--- config.mk ---
export PLATFORM = sky130hd
export DESIGN_NAME = hazard_unit
export DESIGN_NICKNAME = d
export VERILOG_FILES = /design/src/rtl/hazard_unit_pkg.sv /design/src/rtl/hazard_unit_sat_counter16.sv /design/src/rtl/hazard_unit.sv
export SDC_FILE = /design/constraint.sdc
export NUM_CORES = 1
export LEC_CHECK = 0
export BUFFER_PORTS_ARGS = -buffer_cell sky130_fd_sc_hd__clkbuf_2
export CAP_MARGIN = 20
export CORE_UTILIZATION = 40
export CTS_CLUSTER_SIZE = 8
export DETAILED_ROUTE_END_ITERATION = 7
export GPL_TIMING_DRIVEN = 0
export PLACE_DENSITY = 0.66
export SLEW_MARGIN = 25
export SYNTH_ARGS = -nofsm -noshare
export SYNTH_HDL_FRONTEND = slang
export SYNTH_SLANG_ARGS = --single-unit
--- constraint.sdc ---
create_clock -name clk -period 4.77 [get_ports clk]
set_input_delay 0.477 -clock clk [delete_from_list [all_inputs] [get_ports clk]]
set_output_delay 0.477 -clock clk [all_outputs]
set_load 0.05 [all_outputs]
--- src/rtl/hazard_unit_pkg.sv ---
// Shared definitions for the pipeline hazard unit: FSM state encodings,
// performance counter width and the hard-wired zero register index.
package hazard_unit_pkg;

  localparam int CNT_W = 16;
  localparam logic [CNT_W-1:0] CNT_MAX = {CNT_W{1'b1}};
  localparam logic [4:0] ZERO_REG = 5'd0;

  typedef enum logic [1:0] {
    RUN      = 2'd0,
    LU_STALL = 2'd1,
    MEM_WAIT = 2'd2,
    FLUSH    = 2'd3
  } state_e;

endpackage

--- src/rtl/hazard_unit_sat_counter16.sv ---
// Event counter with synchronous clear that sticks at its maximum value
// instead of wrapping.
module sat_counter16
  import hazard_unit_pkg::*;
(
  input  logic             clk,
  input  logic             clr,
  input  logic             en,
  output logic [CNT_W-1:0] count
);

  logic [CNT_W-1:0] count_q;
  logic [CNT_W-1:0] count_d;

  always_comb begin
    count_d = count_q;
    if (clr) begin
      count_d = '0;
    end else if (en && (count_q != CNT_MAX)) begin
      count_d = count_q + 1'b1;
    end
  end

  always_ff @(posedge clk) begin
    count_q <= count_d;
  end

  assign count = count_q;

endmodule

--- src/rtl/hazard_unit.sv ---
// Pipeline hazard unit: resolves memory holds, taken-branch flushes and
// load-use stalls, and counts the stall and flush cycles it acts on.
module hazard_unit
  import hazard_unit_pkg::*;
(
  input  logic             clk,
  input  logic             rst,
  input  logic [4:0]       id_rs,
  input  logic [4:0]       id_rt,
  input  logic             id_uses_rt,
  input  logic             ex_memread,
  input  logic [4:0]       ex_rt,
  input  logic             branch_taken,
  input  logic             mem_busy,
  output logic             pc_write,
  output logic             ifid_write,
  output logic             ifid_flush,
  output logic             idex_bubble,
  output logic             exmem_flush,
  output logic             idex_write,
  output logic             exmem_write,
  output logic [1:0]       state,
  output logic [CNT_W-1:0] stall_cnt,
  output logic [CNT_W-1:0] flush_cnt
);

  state_e state_q;
  state_e state_d;
  logic   load_use_match;
  logic   load_use;
  logic   stall_en;
  logic   flush_en;

  assign load_use_match = ex_memread && (ex_rt != ZERO_REG) &&
                          ((ex_rt == id_rs) || (id_uses_rt && (ex_rt == id_rt)));

  // The cycle after a bubble the load has moved on, so a repeat match is stale.
  assign load_use = load_use_match && (state_q != LU_STALL);

  always_comb begin
    state_d     = RUN;
    pc_write    = 1'b1;
    ifid_write  = 1'b1;
    idex_write  = 1'b1;
    exmem_write = 1'b1;
    ifid_flush  = 1'b0;
    idex_bubble = 1'b0;
    exmem_flush = 1'b0;
    stall_en    = 1'b0;
    flush_en    = 1'b0;
    if (rst) begin
      pc_write    = 1'b0;
      ifid_write  = 1'b0;
      idex_write  = 1'b0;
      exmem_write = 1'b0;
      ifid_flush  = 1'b1;
      idex_bubble = 1'b1;
      exmem_flush = 1'b1;
    end else if (mem_busy) begin
      state_d     = MEM_WAIT;
      pc_write    = 1'b0;
      ifid_write  = 1'b0;
      idex_write  = 1'b0;
      exmem_write = 1'b0;
      stall_en    = 1'b1;
    end else if (branch_taken) begin
      state_d     = FLUSH;
      ifid_flush  = 1'b1;
      idex_bubble = 1'b1;
      exmem_flush = 1'b1;
      flush_en    = 1'b1;
    end else if (load_use) begin
      state_d     = LU_STALL;
      pc_write    = 1'b0;
      ifid_write  = 1'b0;
      idex_bubble = 1'b1;
      stall_en    = 1'b1;
    end
  end

  always_ff @(posedge clk) begin
    if (rst) begin
      state_q <= RUN;
    end else begin
      state_q <= state_d;
    end
  end

  assign state = state_q;

  sat_counter16 u_stall_cnt (
    .clk   (clk),
    .clr   (rst),
    .en    (stall_en),
    .count (stall_cnt)
  );

  sat_counter16 u_flush_cnt (
    .clk   (clk),
    .clr   (rst),
    .en    (flush_en),
    .count (flush_cnt)
  );

endmodule

# After elaboration in Yosys (flattened, before gate mapping)
# Cells that the tools add are included.
# classes
n_addsub	2
mul	0
div	0
magnitude_cmp	0
eq_ne	5
shift	0
muxes	20
n_bitwise	0
n_reduce_logical	9
# op_table
cell	count
16-bit by 1-bit adder with 16-bit output (second input constant)	2
16-bit inequality test (second input constant)	2
1-bit two-way mux	18
5-bit equality test	2
1-bit logical AND	6
5-bit nonzero test	1
2-bit two-way mux	2
2-bit by 1-bit inequality test with 1-bit output (second input constant)	1
2-bit OR reduction	1
1-bit logical OR	1
# word_totals
register_bits	34
latchBits	0
ram_bits	0
romBits	0
inputBits	21
out_inout_bits	41
elab_cells	40
n_memories	0

# Longest topological paths before layout
# logic_depth
word_depth	10
mapped_depth	8
mapped_depth_nobuf	7

# Hierarchy
# Synthesis repeated with hierarchy kept, for this count alone.
# unflattened
cells_unflattened	233
area_unflattened_um2	1994.4
# modules_own_cells
mod	instances	cells_each	area_per_inst_um2	seq_area_each_um2
sat_counter16	2	99	848.3	320.3
hazard_unit	1	35	297.8	40.0

# Least setup slack after synthesis
# OpenSTA, ideal clock, no wires.
# synth_timing
kind	input to output
start	input port rst
end	output port pc_write
arrival_ns	2.266
t_required_ns	4.293
slack_ns	2.027
path_stages	4
n_path_buf	2
cell_sequence	clkbuf_1 -> nor2_1 -> o21a_1 -> buf_4
# synth_between
elab_chain_len	1
# synth_rtl
item	line	source
from (decl)	hazard_unit.sv:7	input logic rst,
1-bit two-way mux	-	
to (decl)	hazard_unit.sv:15	output logic pc_write,
# Every way passes these cells.

# Worst setup path in the final report
# layout_timing
start	input port ex_rt[1]
end	output port pc_write
# layout_between
elab_chain_len	9
elab_cells_between_ends	12
classes_between	eq/ne: 2; mux: 4; reduce/logical: 6
# layout_rtl
item	line	source
from (decl)	hazard_unit.sv:12	input logic [4:0] ex_rt,
5-bit equality test	hazard_unit.sv:35	((ex_rt == id_rs) || (id_uses_rt && (ex_rt == id_rt)));
1-bit logical AND	hazard_unit.sv:35	
1-bit logical OR	hazard_unit.sv:35	
1-bit logical AND (*)	hazard_unit.sv:34	assign load_use_match = ex_memread && (ex_rt != ZERO_REG) &&
1-bit logical AND (*)	hazard_unit.sv:38	assign load_use = load_use_match && (state_q != LU_STALL);
1-bit two-way mux (*)	hazard_unit.sv:72	end else if (load_use) begin
1-bit two-way mux (*)	hazard_unit.sv:66	end else if (branch_taken) begin
1-bit two-way mux (*)	hazard_unit.sv:59	end else if (mem_busy) begin
1-bit two-way mux (*)	hazard_unit.sv:51	if (rst) begin
# Mark *: on every way between the ends. The rest lies on a longest branch, timed or not.

==> results.md <==
* Final Cycle Share at 52.9%
* Top cell by count, worst path: clkbuf_2
* Req. time, crit path at 4.29 ns
* Avg Inst Size Synth at 8.45 µm²
* Setup Viol. Count Final at 0
* Number of global-route vias before repair at 1631
* Status: finished clean
* Leakage at 0.903 nW
* Hold Violations, Final at 0
* Async S/R FF share, synth at 0%
* PwrDens at 257 mW/mm²
* Max-Cap Viols at 0
* Vias per cell at 5.31
* Drt pass-1 iters at 4
* ANT cells at 0
* Nets at 308
* # IOs at 62
* Post-Place Cell Area at 0.00220 mm²
* Buffers added on ports at 61
* Post-CTS sizing at 0
* Worst Path Class, Setup: input port to output pin
* R2r startpoint: u_stall_cnt.count[0]$_SDFFE_PP0P_
* Crit-path max FO at 3
* Peak supply drop at 192 µV
* DIE HEIGHT at 69.7 µm
* Hpwl dp at 3160 µm
* Worst-margin pin slew at 0.521 ns
* Routed WL per cell at 12.7 µm
* Synthesis-stage register bit count at 34
* Crit path buf inv count at 3
* Prevailing post-synth register cell: dfxtp_1
* WL final at 4280 µm
* Synthesis Warnings at 0
* Post-route ant nets at 0
* Cell variety after synth at 43
* Slew HR at 65.3%
* Hold Path Stages at 3
* Post-route cell area at 0.00230 mm²
* Max stage delay cell, worst path: or4_1
* Worst R2R End: u_stall_cnt.count[14]$_SDFFE_PP0P_
* Initial antenna violation count at 0
* Arr. time, crit path at 2.05 ns
* CTS sink count at 34
* FF+latch area at 681 µm²
* Sequential area share after synthesis at 37.1%
* Die Wd at 69.7 µm
* Fmax at 396 MHz
* P&R area growth vs syn at 25.2%
* Core area at 0.00438 mm²
* Count of final max-slew check failures at 0
* TritonCTS clock tree: yes
* Root Driver: clkbuf_8
* Hold EP: state[1]$_SDFF_PP0_
* First-pass GRT wire length at 7190 µm
* Post-CTS setup buffer count at 0
* Clock latency at the later pin of the worst-skew pair at 0.29 ns
* Setup total negative slack at 0 ns
* Die area at 0.00486 mm²
* CP endpoint kind: output pin
* Worst min-delay path startpoint: branch_taken
* Largest net degree at the start of global routing at 12
* Clk pin slew, worst setup/hold paths at 0.07 ns
* Crit-path cells: clkbuf_2, or4_1, o221ai_2, or2_2, o21a_1, buf_4, clkbuf_2
* Inst Count DP at 330
* Remaining global-route overflow at 0
* Maximum buffer depth of the clock tree at 2
* Num rows at 24
* Top-count cell post-synth: dfxtp_1
* Layout cell share with drive strength beyond 1 at 28.3%
* Total GRT Usage at 18.5%
* Slowest cell delay on critical path at 0.54 ns
* RSZ-0062 raised after global routing: no
* Most frequent cells after synthesis: dfxtp_1, nor2_1, nand2_1, xnor2_1, a21oi_1
* 1st-iter DRT viols at 87
* Type of origin of the critical path: input port
* Post-layout minimum cycle time at 2.53 ns
* TritonCTS Buffers at 5
* Synth Instances at 217
* Post-CTS Hold Fix Bufs at 0
* # fillers at 443
* Worst Reg-to-Reg Cells at 7
* Synthesized area at 0.00183 mm²
* Fin Clk Skew at 0.00606 ns
* H-tree levels at 2
* DR vias at 1795
* Cell taking the most area after synthesis: dfxtp_1
* R2R Setup Slk at 2.67 ns
* Post-synth EDFFs at 0
* Crit-path leading delay family: simple AND/OR/NAND/NOR gates
* Starting Density at 41.8%
* Net Count, Synth at 240
* Multi-input gate area at 0.00107 mm²
* Final Non-Filler Cells at 338
* Drc violations at 0
* GPL Wtd Cong at 0.769
* Yosys top cell area share at 37.1%
* Ranking of synthesized cells by area: dfxtp_1, xnor2_1, nor2_1
* Hold Crit Class: input port to flop
-- layout make-up --
| class | count | area share, % |
|---|---|---|
| Multi-Input combinational cell | 167 | 46.6 |
| Timing Repair Buffer | 61 | 13.3 |
| Clock inverter | 1 | 0.218 |
| Buffer | 11 | 2.78 |
| Inverter | 5 | 0.817 |
| Tap cell | 52 | 2.83 |
| Clock buffer | 7 | 3.76 |
| Sequential cell | 34 | 29.6 |
-- cells in the final DEF, fill, tap and decap left out, types with 2 or more instances in the layout --
cell / n
inv_1: 5
and4_1: 7
o31ai_1: 7
ha_1: 2
o21a_1: 2
or2_2: 2
nand2_1: 18
or3_1: 5
clkbuf_8: 6
dfxtp_1: 34
buf_4: 4
or4_1: 7
nor2_1: 22
nor4_1: 2
xor2_1: 8
xnor2_1: 17
nand3_1: 11
clkbuf_1: 6
nor3b_1: 2
and2_1: 3
a21oi_1: 14
nor3_1: 4
o21ai_0: 7
clkbuf_2: 61
nor2b_1: 3
nand4_1: 7
-- tightest hold or removal path: stages --
cell	delay [ns]
clkbuf_2	0.12
inv_1	0.07
a21oi_1	0.05
-- through the flow --
step           util [%]  hold WS (ns)  total power [W]  setup slack [ns]
3_3_place_gp       50.3         0.482         0.000374              2.25
5_1_grt            52.4         0.489         0.000617              2.17
4_1_cts            52.4         0.477         0.000598              2.23
3_5_place_dp       50.3         0.491         0.000375              2.23
2_1_floorplan         -         0.622         0.000351              2.03
6_report           52.4         0.482         0.000591              2.24
-- layer usage --
| metal | global-route usage (%) | up-vias | wire, µm |
|---|---|---|---|
| li1 | - | 919 | - |
| met1 | 23.3 | 813 | 1990 |
| met2 | 29.6 | 56 | 1960 |
| met3 | 5.23 | 7 | 256 |
| met4 | 7.78 | 0 | 64 |
| met5 | 0 | - | 0 |
-- worst max-delay path by stage --
stage / endpoint / slack (ns) / cells after the start / startpoint
floorplan: pc_write / 2.03 / 4 / rst
global placement: pc_write / 2.25 / 7 / ex_rt[1]
CTS: pc_write / 2.23 / 7 / ex_rt[1]
global route: pc_write / 2.17 / 7 / ex_rt[1]
detailed placement: pc_write / 2.23 / 7 / ex_rt[1]
finish: pc_write / 2.24 / 7 / ex_rt[1]
-- flip-flops by register name (all words and copies together), names as in the netlist --
| register | count |
|---|---|
| u_flush_cnt.count | 16 |
| u_stall_cnt.count | 16 |
| state | 2 |
-- cell families after synthesis --
family	synth area share [%]
simple gates	27.5
compound gates	15.8
fa+ha+maj	1.36
mux	1.77
buf+inv	4.50
xor+xnor	11.9
flops	37.1
-- power by group --
part           switching (W)  internal, W  leakage, nW
sequential        0.00000318     0.000286        0.275
clock               0.000106     0.000116       0.0482
combinational      0.0000520    0.0000267        0.580
Note: power is estimated with default switching activity, not from simulation.
